$ cat src/rtl/if_id_fetch_stage_if.sv
// ----------------------------------------------------------------------------
// if_id_fetch_stage_if
//   Bundles every non-clock signal of the instruction-fetch stage:
//   - hazard control (pc_write, ifid_write)
//   - the EX redirect (branch_taken, branch_target)
//   - the instruction-memory port (imem_addr out, imem_rdata in)
//   - the IF/ID register contents and the debug/perf status.
//
//   Modports:
//     slave  - the fetch stage itself (consumes control + imem data,
//              produces the PC, the IF/ID contents and the status)
//     master - the environment around it (hazard unit, EX, imem, decode)
//
//   Handshake: there is no valid/ready pair on this boundary. if_id_valid
//   qualifies if_id_ins/if_id_pc/if_id_pc4 and is 1 only when they hold a
//   word that was really fetched. Backpressure comes from pc_write and
//   ifid_write, which freeze the PC and IF/ID when low. branch_taken wins
//   over both and forces a redirect plus an IF/ID flush on the same edge.
// ----------------------------------------------------------------------------
interface if_id_fetch_stage_if #(
    parameter int XLEN  = 32,
    parameter int CNT_W = 16
);
    // hazard unit / EX controls
    logic             pc_write;
    logic             ifid_write;
    logic             branch_taken;
    logic [XLEN-1:0]  branch_target;

    // instruction memory port (combinational read)
    logic [XLEN-1:0]  imem_addr;
    logic [XLEN-1:0]  imem_rdata;

    // IF/ID pipeline register contents
    logic [31:0]      if_id_ins;
    logic [XLEN-1:0]  if_id_pc;
    logic [XLEN-1:0]  if_id_pc4;
    logic             if_id_valid;

    // debug / performance status
    logic             misaligned;
    logic [CNT_W-1:0] stall_cnt;
    logic [CNT_W-1:0] flush_cnt;

    modport slave (
        input  pc_write,
        input  ifid_write,
        input  branch_taken,
        input  branch_target,
        input  imem_rdata,
        output imem_addr,
        output if_id_ins,
        output if_id_pc,
        output if_id_pc4,
        output if_id_valid,
        output misaligned,
        output stall_cnt,
        output flush_cnt
    );

    modport master (
        output pc_write,
        output ifid_write,
        output branch_taken,
        output branch_target,
        output imem_rdata,
        input  imem_addr,
        input  if_id_ins,
        input  if_id_pc,
        input  if_id_pc4,
        input  if_id_valid,
        input  misaligned,
        input  stall_cnt,
        input  flush_cnt
    );
endinterface

$ cat src/rtl/if_id_fetch_stage.sv
// ----------------------------------------------------------------------------
// if_id_fetch_stage
//   Instruction-fetch stage and IF/ID pipeline register of the 5-stage
//   RISC-V core. Holds the PC, presents it to the combinational-read
//   instruction memory and latches the returned word into IF/ID together
//   with its PC and PC+4.
//
//   Ports:
//     clk    - rising-edge clock
//     reset  - asynchronous, active-high reset
//     bus    - if_id_fetch_stage_if.slave:
//                pc_write / ifid_write   hazard unit freeze controls
//                branch_taken / _target  redirect + flush request from EX
//                imem_addr / imem_rdata  instruction memory port
//                if_id_ins/_pc/_pc4/_valid  IF/ID register contents
//                misaligned              sticky misaligned-target flag
//                stall_cnt / flush_cnt   saturating perf counters
//
//   Update priority on each edge:
//     PC    : redirect > advance (pc_write) > hold
//     IF/ID : flush (branch_taken) > load (ifid_write) > hold
//   pc_write and ifid_write gate only their own registers; disagreement
//   between them is tolerated silently.
// ----------------------------------------------------------------------------
module if_id_fetch_stage #(
    parameter int              XLEN     = 32,
    parameter logic [XLEN-1:0] RESET_PC = '0,
    parameter logic [31:0]     NOP_INS  = 32'h0000_0013,
    parameter int              CNT_W    = 16
) (
    input  logic               clk,
    input  logic               reset,
    if_id_fetch_stage_if.slave bus
);

    localparam logic [XLEN-1:0]  PC_STEP = XLEN'(4);
    localparam logic [CNT_W-1:0] CNT_MAX = '1;
    localparam logic [CNT_W-1:0] CNT_ONE = CNT_W'(1);

    // ------------------------------------------------------------------
    // State
    // ------------------------------------------------------------------
    logic [XLEN-1:0]  pc_q,          pc_d;
    logic [31:0]      if_id_ins_q,   if_id_ins_d;
    logic [XLEN-1:0]  if_id_pc_q,    if_id_pc_d;
    logic [XLEN-1:0]  if_id_pc4_q,   if_id_pc4_d;
    logic             if_id_valid_q, if_id_valid_d;
    logic             misaligned_q,  misaligned_d;
    logic [CNT_W-1:0] stall_cnt_q,   stall_cnt_d;
    logic [CNT_W-1:0] flush_cnt_q,   flush_cnt_d;

    // Sequential PC + 4, wrapping modulo 2^XLEN; shared by the PC advance
    // and the if_id_pc4 capture.
    logic [XLEN-1:0]  pc_plus4;
    // Redirect address with the low two bits cleared so the PC always
    // stays word aligned, even for a bad target.
    logic [XLEN-1:0]  redirect_pc;
    logic             target_misaligned;
    // A stall cycle is one where the PC is frozen by the hazard unit; a
    // redirect moves the PC, so it never counts as a stall.
    logic             stall_event;

    // ------------------------------------------------------------------
    // Next-state logic
    // ------------------------------------------------------------------
    always_comb begin
        pc_plus4          = pc_q + PC_STEP;
        redirect_pc       = {bus.branch_target[XLEN-1:2], 2'b00};
        target_misaligned = (bus.branch_target[1:0] != 2'b00);
        stall_event       = !bus.pc_write && !bus.branch_taken;
    end

    // PC register input
    always_comb begin
        pc_d = pc_q;
        if (bus.branch_taken) begin
            pc_d = redirect_pc;
        end else if (bus.pc_write) begin
            pc_d = pc_plus4;
        end
    end

    // IF/ID register input. A stall holds every field; the bubble for a
    // load-use stall is inserted downstream in ID/EX, not here.
    always_comb begin
        if_id_ins_d   = if_id_ins_q;
        if_id_pc_d    = if_id_pc_q;
        if_id_pc4_d   = if_id_pc4_q;
        if_id_valid_d = if_id_valid_q;
        if (bus.branch_taken) begin
            if_id_ins_d   = NOP_INS;
            if_id_pc_d    = '0;
            if_id_pc4_d   = '0;
            if_id_valid_d = 1'b0;
        end else if (bus.ifid_write) begin
            if_id_ins_d   = bus.imem_rdata[31:0];
            if_id_pc_d    = pc_q;
            if_id_pc4_d   = pc_plus4;
            if_id_valid_d = 1'b1;
        end
    end

    // Sticky misaligned flag and saturating perf counters
    always_comb begin
        misaligned_d = misaligned_q;
        stall_cnt_d  = stall_cnt_q;
        flush_cnt_d  = flush_cnt_q;
        if (bus.branch_taken && target_misaligned) begin
            misaligned_d = 1'b1;
        end
        if (stall_event && (stall_cnt_q != CNT_MAX)) begin
            stall_cnt_d = stall_cnt_q + CNT_ONE;
        end
        if (bus.branch_taken && (flush_cnt_q != CNT_MAX)) begin
            flush_cnt_d = flush_cnt_q + CNT_ONE;
        end
    end

    // ------------------------------------------------------------------
    // Registers
    // ------------------------------------------------------------------
    always_ff @(posedge clk or posedge reset) begin
        if (reset) begin
            pc_q          <= RESET_PC;
            if_id_ins_q   <= NOP_INS;
            if_id_pc_q    <= '0;
            if_id_pc4_q   <= '0;
            if_id_valid_q <= 1'b0;
            misaligned_q  <= 1'b0;
            stall_cnt_q   <= '0;
            flush_cnt_q   <= '0;
        end else begin
            pc_q          <= pc_d;
            if_id_ins_q   <= if_id_ins_d;
            if_id_pc_q    <= if_id_pc_d;
            if_id_pc4_q   <= if_id_pc4_d;
            if_id_valid_q <= if_id_valid_d;
            misaligned_q  <= misaligned_d;
            stall_cnt_q   <= stall_cnt_d;
            flush_cnt_q   <= flush_cnt_d;
        end
    end

    // ------------------------------------------------------------------
    // Outputs
    // ------------------------------------------------------------------
    always_comb begin
        bus.imem_addr   = pc_q;
        bus.if_id_ins   = if_id_ins_q;
        bus.if_id_pc    = if_id_pc_q;
        bus.if_id_pc4   = if_id_pc4_q;
        bus.if_id_valid = if_id_valid_q;
        bus.misaligned  = misaligned_q;
        bus.stall_cnt   = stall_cnt_q;
        bus.flush_cnt   = flush_cnt_q;
    end

endmodule

$ cat src/flat_wrapper.sv
// flat-port wrapper written by rule: the top's interface ports become plain ports
module if_id_fetch_stage_flat 
#(
    parameter int              XLEN     = 32,
    parameter logic [XLEN-1:0] RESET_PC = '0,
    parameter logic [31:0]     NOP_INS  = 32'h0000_0013,
    parameter int              CNT_W    = 16
)
  (clk, reset, bus_pc_write, bus_ifid_write, bus_branch_taken, bus_branch_target, bus_imem_rdata, bus_imem_addr, bus_if_id_ins, bus_if_id_pc, bus_if_id_pc4, bus_if_id_valid, bus_misaligned, bus_stall_cnt, bus_flush_cnt);
  if_id_fetch_stage_if #(.XLEN(XLEN), .CNT_W(CNT_W)) bus_i ();
  input  logic clk;
  input  logic reset;
  input wire logic [$bits(bus_i.pc_write)-1:0] bus_pc_write;
  input wire logic [$bits(bus_i.ifid_write)-1:0] bus_ifid_write;
  input wire logic [$bits(bus_i.branch_taken)-1:0] bus_branch_taken;
  input wire logic [$bits(bus_i.branch_target)-1:0] bus_branch_target;
  input wire logic [$bits(bus_i.imem_rdata)-1:0] bus_imem_rdata;
  output wire logic [$bits(bus_i.imem_addr)-1:0] bus_imem_addr;
  output wire logic [$bits(bus_i.if_id_ins)-1:0] bus_if_id_ins;
  output wire logic [$bits(bus_i.if_id_pc)-1:0] bus_if_id_pc;
  output wire logic [$bits(bus_i.if_id_pc4)-1:0] bus_if_id_pc4;
  output wire logic [$bits(bus_i.if_id_valid)-1:0] bus_if_id_valid;
  output wire logic [$bits(bus_i.misaligned)-1:0] bus_misaligned;
  output wire logic [$bits(bus_i.stall_cnt)-1:0] bus_stall_cnt;
  output wire logic [$bits(bus_i.flush_cnt)-1:0] bus_flush_cnt;
  assign bus_i.pc_write = bus_pc_write;
  assign bus_i.ifid_write = bus_ifid_write;
  assign bus_i.branch_taken = bus_branch_taken;
  assign bus_i.branch_target = bus_branch_target;
  assign bus_i.imem_rdata = bus_imem_rdata;
  assign bus_imem_addr = bus_i.imem_addr;
  assign bus_if_id_ins = bus_i.if_id_ins;
  assign bus_if_id_pc = bus_i.if_id_pc;
  assign bus_if_id_pc4 = bus_i.if_id_pc4;
  assign bus_if_id_valid = bus_i.if_id_valid;
  assign bus_misaligned = bus_i.misaligned;
  assign bus_stall_cnt = bus_i.stall_cnt;
  assign bus_flush_cnt = bus_i.flush_cnt;
  if_id_fetch_stage #(.XLEN(XLEN), .RESET_PC(RESET_PC), .NOP_INS(NOP_INS), .CNT_W(CNT_W)) u_core (.clk(clk), .reset(reset), .bus(bus_i));
endmodule
$ cat config.mk
export PLATFORM = sky130hd
export DESIGN_NAME = if_id_fetch_stage_flat
export DESIGN_NICKNAME = d
export VERILOG_FILES = /design/src/rtl/if_id_fetch_stage_if.sv /design/src/rtl/if_id_fetch_stage.sv /design/src/flat_wrapper.sv
export SDC_FILE = /design/constraint.sdc
export NUM_CORES = 1
export LEC_CHECK = 0
export CAP_MARGIN = 20
export CORE_MARGIN = 2
export CORE_UTILIZATION = 32
export CTS_BUF_LIST = sky130_fd_sc_hd__clkbuf_16
export CTS_CLUSTER_SIZE = 40
export DETAILED_ROUTE_END_ITERATION = 12
export GPL_TIMING_DRIVEN = 0
export SLEW_MARGIN = 20
export SYNTH_ARGS = -nofsm -noshare
export SYNTH_HDL_FRONTEND = slang
export SYNTH_SLANG_ARGS = --single-unit
$ cat constraint.sdc
create_clock -name clk -period 7.24 [get_ports clk]
set_input_delay 1.448 -clock clk [delete_from_list [all_inputs] [get_ports clk]]
set_output_delay 1.448 -clock clk [all_outputs]
set_load 0.05 [all_outputs]
==> flow_metrics.tcl, run 1 <==
set metrics [dict create \
    status "complete, no violations" \
    critical_path.startpoint_type "input pin" \
    critPathLaunch "bus_branch_taken" \
    clk_pin_slew_worst_paths_ns 0.06 \
    p_per_area_mw_per_mm2 253 \
    tightest_slew_ns 0.822 \
    detail-route-antenna-nets 0 \
    cp_cell_sequence "clkdlybuf4s50_1 > clkbuf_1 > clkbuf_1 > clkbuf_1 > nor2_1" \
    grt_pass1_wl_mm 35.3 \
    path_common_cell "clkbuf_1" \
    antenna_found_initial 1 \
    synth.cell_area_mm2 0.00743 \
    maxSlewViolCount 0 \
    cts_resized 0 \
    htreeDepth 4 \
    place_area_mm2 0.0101 \
    final_nets 1045 \
    placed_cells 1239 \
    antenna_cells_inserted 0 \
    root_buffer "clkbuf_16" \
    syn_avg_cell_area_um2 10.3 \
    cts_tree "done" \
    ys_ff_latch 157 \
    p_int_mw 1.74 \
    wire_per_inst_um 17.9 \
    synth-async-reset-ratio_pct 100 \
    peakVddDrop_mv 0.226 \
    dr.pass1.iters 5 \
    cp.buffers_inverters 4 \
    fin_cells 1271 \
    max_slew_margin_pct 45.2 \
    cts_sinks 157 \
    synth-seq-area-share_pct 52.9 \
    ctsHoldBuffers 0 \
    critPathCapture "u_core.bus.if_id_pc[28]" \
    via_per_inst 4.81 \
    whs_ns 0.487 \
    finalSetupViolCount 0 \
    path_delay_family "buffers and inverters" \
    die_h_um 156 \
    io_buffers 228 \
    end_kind "flip-flop" \
    grt_max_degree 86 \
    synth.top_cell.area_share_pct 51.9 \
    yosysMostFrequentCell "dfrtp_1" \
    total_leakage_power_nw 4.58 \
    clock_skew_ns 0.00924 \
    clockBufferDepth 2 \
    drive_above_1_share_pct 7.51 \
    period_needed_ns 3.54 \
    grt_util_all_layers_pct 18.7 \
    synth_edf_count 0 \
    critical_path_class "in -> reg" \
    cpPeakStageDelay_ns 0.75 \
    timing.final.crit_share_pct 48.9 \
    clock_latency_ns 0.42 \
    postLayoutCoreUtil_pct 47.1 \
    min-delay-path-class "reg -> reg" \
    die-area_mm2 0.0245 \
    synth_ff_type "dfrtp_1" \
    hold_violations 0 \
    fp.dieW_um 156 \
    rrSetupSlack_ns 4.79 \
    final_cell_area_mm2 0.0107 \
    netSwitchingPower_mw 0.971 \
    clock_power_share_pct 33.5 \
    fill_cells 2151 \
    grt_pass1_vias 6229 \
    ios 231 \
    rows 55 \
    netlist_instances 724 \
    synth_cell_types 47 \
    drc_errors 0 \
    place_congestion 0.823 \
    totalPowerFinal_mw 2.71 \
    hpwl_mm 16.8 \
    postCtsSetupBuffers 0 \
    switching_share_pct 35.8 \
    maxCapViolations 0 \
    core_area_mm2 0.0227 \
    crit_path_top_delay_cell "clkdlybuf4s50_1" \
    drtIter0Drc 200 \
    power_frac_seq_pct 38.5 \
    cp_num_cells 5 \
    rr_startpoint "u_core.bus.imem_addr[2]" \
    synth_area_leaders "dfrtp_1 (52%), mux2i_1 (8.2%), xor2_1 (6.5%), nor2_1 (5.8%), nand2_1 (3.3%)" \
    gr-total-overflow 0 \
    syn_to_final_growth_pct 43.9 \
    routed_wl_mm 22.8 \
    cp.required_ns 7.52 \
    synth_common_cells "dfrtp_1 (154), nor2_1 (114), nand2_1 (66)" \
    synth.largest_area_cell "dfrtp_1" \
    pwr-share-comb_pct 28.0 \
    cts-buffers-inserted 17 \
    vias 6116 \
    r2r_cells 6 \
    cp_max_fo 10 \
    rsz0062_at_grt "no" \
    yosysWarnings 0 \
    fmaxAchievable_mhz 282 \
    start_util_pct 32.7 \
    r2r_end "u_core.bus.imem_addr[26]" \
    critPathArrivalTime_ns 3.83 \
]
==> sequential cells by signal, summed over array words and instances, names as in the netlist <==
| register | flops |
|---|---|
| u_core.bus.stall_cnt | 16 |
| u_core.bus.if_id_valid | 1 |
| u_core.bus.if_id_pc | 30 |
| u_core.bus.if_id_ins | 32 |
| u_core.bus.imem_addr | 30 |
| u_core.bus.misaligned | 1 |
| u_core.bus.flush_cnt | 16 |
| u_core.bus.if_id_pc4 | 31 |
==> through the flow <==
stage	setup WS, ns	TNS (ns)
after floorplan	1.56	0
after global placement	-1.06	-161.86
after detailed placement	3.17	0
after CTS	3.61	0
after global routing	3.42	0
final	3.70	0
==> worst min path at each step <==
stage,from,end,slack (ns),depth (start not counted)
after floorplan,u_core.bus.if_id_pc4[31],u_core.bus.if_id_pc4[31],0.76,2
after global placement,u_core.bus.if_id_pc4[31],u_core.bus.if_id_pc4[31],0.47,2
after detailed placement,u_core.bus.if_id_pc4[31],u_core.bus.if_id_pc4[31],0.48,2
after CTS,u_core.bus.misaligned,u_core.bus.misaligned,0.50,1
after global routing,u_core.bus.stall_cnt[10],u_core.bus.stall_cnt[10],0.51,1
final,u_core.bus.misaligned,u_core.bus.misaligned,0.49,1
==> power groups by stage <==
stage	clock, mW	sequential (mW)	combinational (mW)
floorplan	0	1.33	0.201
global placement	0	1.06	0.759
detailed placement	0	1.06	0.764
CTS	0.930	1.05	0.767
global route	0.972	1.06	0.804
finish	0.907	1.04	0.758
==> per-layer routing <==
metal / GRT usage (%) / share of wire, % / wire length (um) / vias to the layer above
li1: - / - / - / 2974
met3: 7.28 / 9.5 / 2160 / 22
met4: 4.81 / 1.2 / 275 / 0
met1: 24.0 / 45 / 10200 / 2903
met2: 29.8 / 44 / 10100 / 217
met5: 0 / 0 / 0 / -
==> cell families after synthesis <==
group           synth area share, %
buf+inv                        3.86
flops                          52.9
mux                            8.52
other cells                  0.0505
fa+ha+maj                     0.505
xor+xnor                       9.66
simple gates                   17.7
compound gates                 6.82
==> final cells by class <==
cell class              instances  area (um2)  area share (%)
plain buffers                  57         268            2.50
clock inverters                15         161            1.51
well taps                     285         357            3.33
clock buffers                  17         425            3.98
flip-flops and latches        157        3930            36.8
multi-input cells             506        3220            30.1
repair buffers                229        2310            21.6
inverters                       5        26.3           0.246
==> cells in the final DEF, fill, tap and decap left out, types with 7 or more instances in the layout <==
cell,synthesis,routed
nand2_1,66,66
clkdlybuf4s50_1,0,228
dfrtp_1,154,154
mux2i_1,61,61
xnor2_1,27,27
nand3_1,32,32
clkbuf_16,0,17
and3_1,8,8
clkbuf_1,28,28
a211oi_1,23,23
nor2_1,114,114
buf_2,16,16
o21ai_0,27,27
xor2_1,55,55
nor3_1,7,7
nand4_1,30,30
==> worst reg2reg max path, cell delays in order (launching register included) <==
cell and delay, ns:
dfrtp_1 0.57, ha_1 0.34, nand3_1 0.19, nor4_4 0.58, nand4_1 0.22, xnor2_1 0.17, mux2_2 0.26
Note: power is estimated with default switching activity, not from simulation.
==> run 2: changes to the inputs <==
- clock period: 7.24 -> 3.1 ns (I/O delays scaled with it)
==> flow_metrics.tcl, run 2 (synthesis gave the netlist of run 1 again) <==
set metrics [dict create \
    max_slew_margin_pct 44.1 \
    antenna_cells_inserted 0 \
    cp.required_ns 3.39 \
    cts_sinks 157 \
    clockBufferDepth 2 \
    fill_cells 2154 \
    detail-route-antenna-nets 0 \
    root_buffer "clkbuf_16" \
    routed_wl_mm 23.1 \
    fin_cells 1276 \
    rrSetupSlack_ns 0.57 \
    cts-buffers-inserted 17 \
    rsz0062_at_grt "no" \
    dr.pass1.iters 4 \
    period_needed_ns 2.64 \
    start_util_pct 32.7 \
    rows 55 \
    r2r_cells 6 \
    seqCellArea_mm2 0.00393 \
    status "complete, no violations" \
    postCtsSetupBuffers 0 \
    cts_tree "done" \
    critPathLaunch "bus_branch_taken" \
    whs_ns 0.472 \
    grt_pass1_wl_mm 35.6 \
    wire_per_inst_um 18.1 \
    drive_above_1_share_pct 7.97 \
    min_path_cells 1 \
    min-delay-path-class "reg -> reg" \
    cp_num_cells 5 \
    crit_path_top_delay_cell "clkdlybuf4s50_1" \
    peakVddDrop_mv 0.527 \
    end_kind "flip-flop" \
    vias 6193 \
    grt_pass1_vias 6347 \
    antenna_found_initial 0 \
    grt_util_all_layers_pct 19.0 \
    whs_endpoint "u_core.bus.misaligned" \
    syn_to_final_growth_pct 44.6 \
    critPathArrivalTime_ns 2.93 \
    critical_path_class "in -> reg" \
    die-area_mm2 0.0245 \
    maxSlewViolCount 0 \
    hold_violations 0 \
    hold_start "u_core.bus.misaligned" \
    maxCapViolations 0 \
    fp.dieW_um 156 \
    drtIter0Drc 246 \
    io_buffers 228 \
    totalPowerFinal_mw 6.18 \
    clock_skew_ns 0.0110 \
    final_nets 1050 \
    grt_max_degree 30 \
    clk_pin_slew_worst_paths_ns 0.07 \
    tightest_slew_ns 0.838 \
    largest_reg_flops 32 \
    critical_path.startpoint_type "input pin" \
    cp.buffers_inverters 4 \
    drc_errors 0 \
    total_leakage_power_nw 4.59 \
    core_area_mm2 0.0227 \
    cts_resized 0 \
    path_common_cell "clkbuf_1" \
    die_h_um 156 \
    ios 231 \
    clock_latency_ns 0.43 \
    finalSetupViolCount 0 \
    final_cell_mix "clkdlybuf4s50_1 (228), dfrtp_1 (154), nor2_1 (114), nand2_1 (66), mux2i_1 (61)" \
    timing.final.crit_share_pct 85.0 \
    hpwl_mm 17.5 \
    rr_startpoint "u_core.bus.imem_addr[2]" \
    placed_cells 1244 \
    cpPeakStageDelay_ns 0.69 \
    p_per_area_mw_per_mm2 575 \
    multi_input_area_mm2 0.00322 \
    via_per_inst 4.85 \
    place_congestion 0.827 \
    ctsHoldBuffers 0 \
    r2r_end "u_core.bus.imem_addr[26]" \
    fmaxAchievable_mhz 379 \
    cp_max_fo 10 \
    gr-total-overflow 0 \
    final_common_cell "clkdlybuf4s50_1" \
    cp_cell_sequence "clkdlybuf4s50_1 > clkbuf_1 > clkbuf_1 > clkbuf_1 > nor2_1" \
    htreeDepth 4 \
    path_delay_family "buffers and inverters" \
]
==> run 2: cell types whose count changed in the layout (fill, tap and decap cells not counted), sizes merged <==
cell / change
buf: +5
bufinv: -2
clkinv: +1
clkinvlp: +4
inv: -3
==> run 2: area by class of cell <==
type	count	share of cell area (%)
Tap cell	285	3.32
Multi-Input combinational cell	506	29.9
Buffer	57	2.49
Timing Repair Buffer	234	22.4
Clock inverter	15	1.07
Clock buffer	17	3.96
Inverter	5	0.210
Sequential cell	157	36.6
==> run 2: per-stage QoR <==
stage                     cell area (um2)  setup WS (ns)  util, %  TNS, ns
after floorplan                      7440          0.496        -        0
after global placement              10100          -1.05     44.4  -161.70
after detailed placement            10200        -0.0417     44.9   -0.287
after CTS                           10700          0.413     47.3        0
after global routing                10700          0.268     47.3        0
final                               10700          0.464     47.3        0
==> run 2: per-layer routing <==
metal / GRT usage (%) / routed length, um / share of wire (%) / vias up
li1: - / - / - / 2976
met1: 24.3 / 10300 / 45 / 2974
met2: 30.4 / 10400 / 45 / 221
met3: 6.67 / 2070 / 9.0 / 22
met4: 5.37 / 291 / 1.3 / 0
met5: 0 / 0 / 0 / -
==> run 2: how the worst max path moves through the flow <==
stage	to	slack, ns
after floorplan	u_core.bus.flush_cnt[0]	0.50
after global placement	u_core.bus.if_id_ins[31]	-1.05
after detailed placement	u_core.bus.if_id_pc[26]	-0.04
after CTS	u_core.bus.if_id_pc[26]	0.41
after global routing	u_core.bus.if_id_pc[27]	0.27
final	u_core.bus.if_id_pc[26]	0.46
==> run 2: power breakdown <==
group          internal [mW]  switching (mW)
logic                  0.630            1.16
clock network           1.03           0.921
registers               2.24           0.197
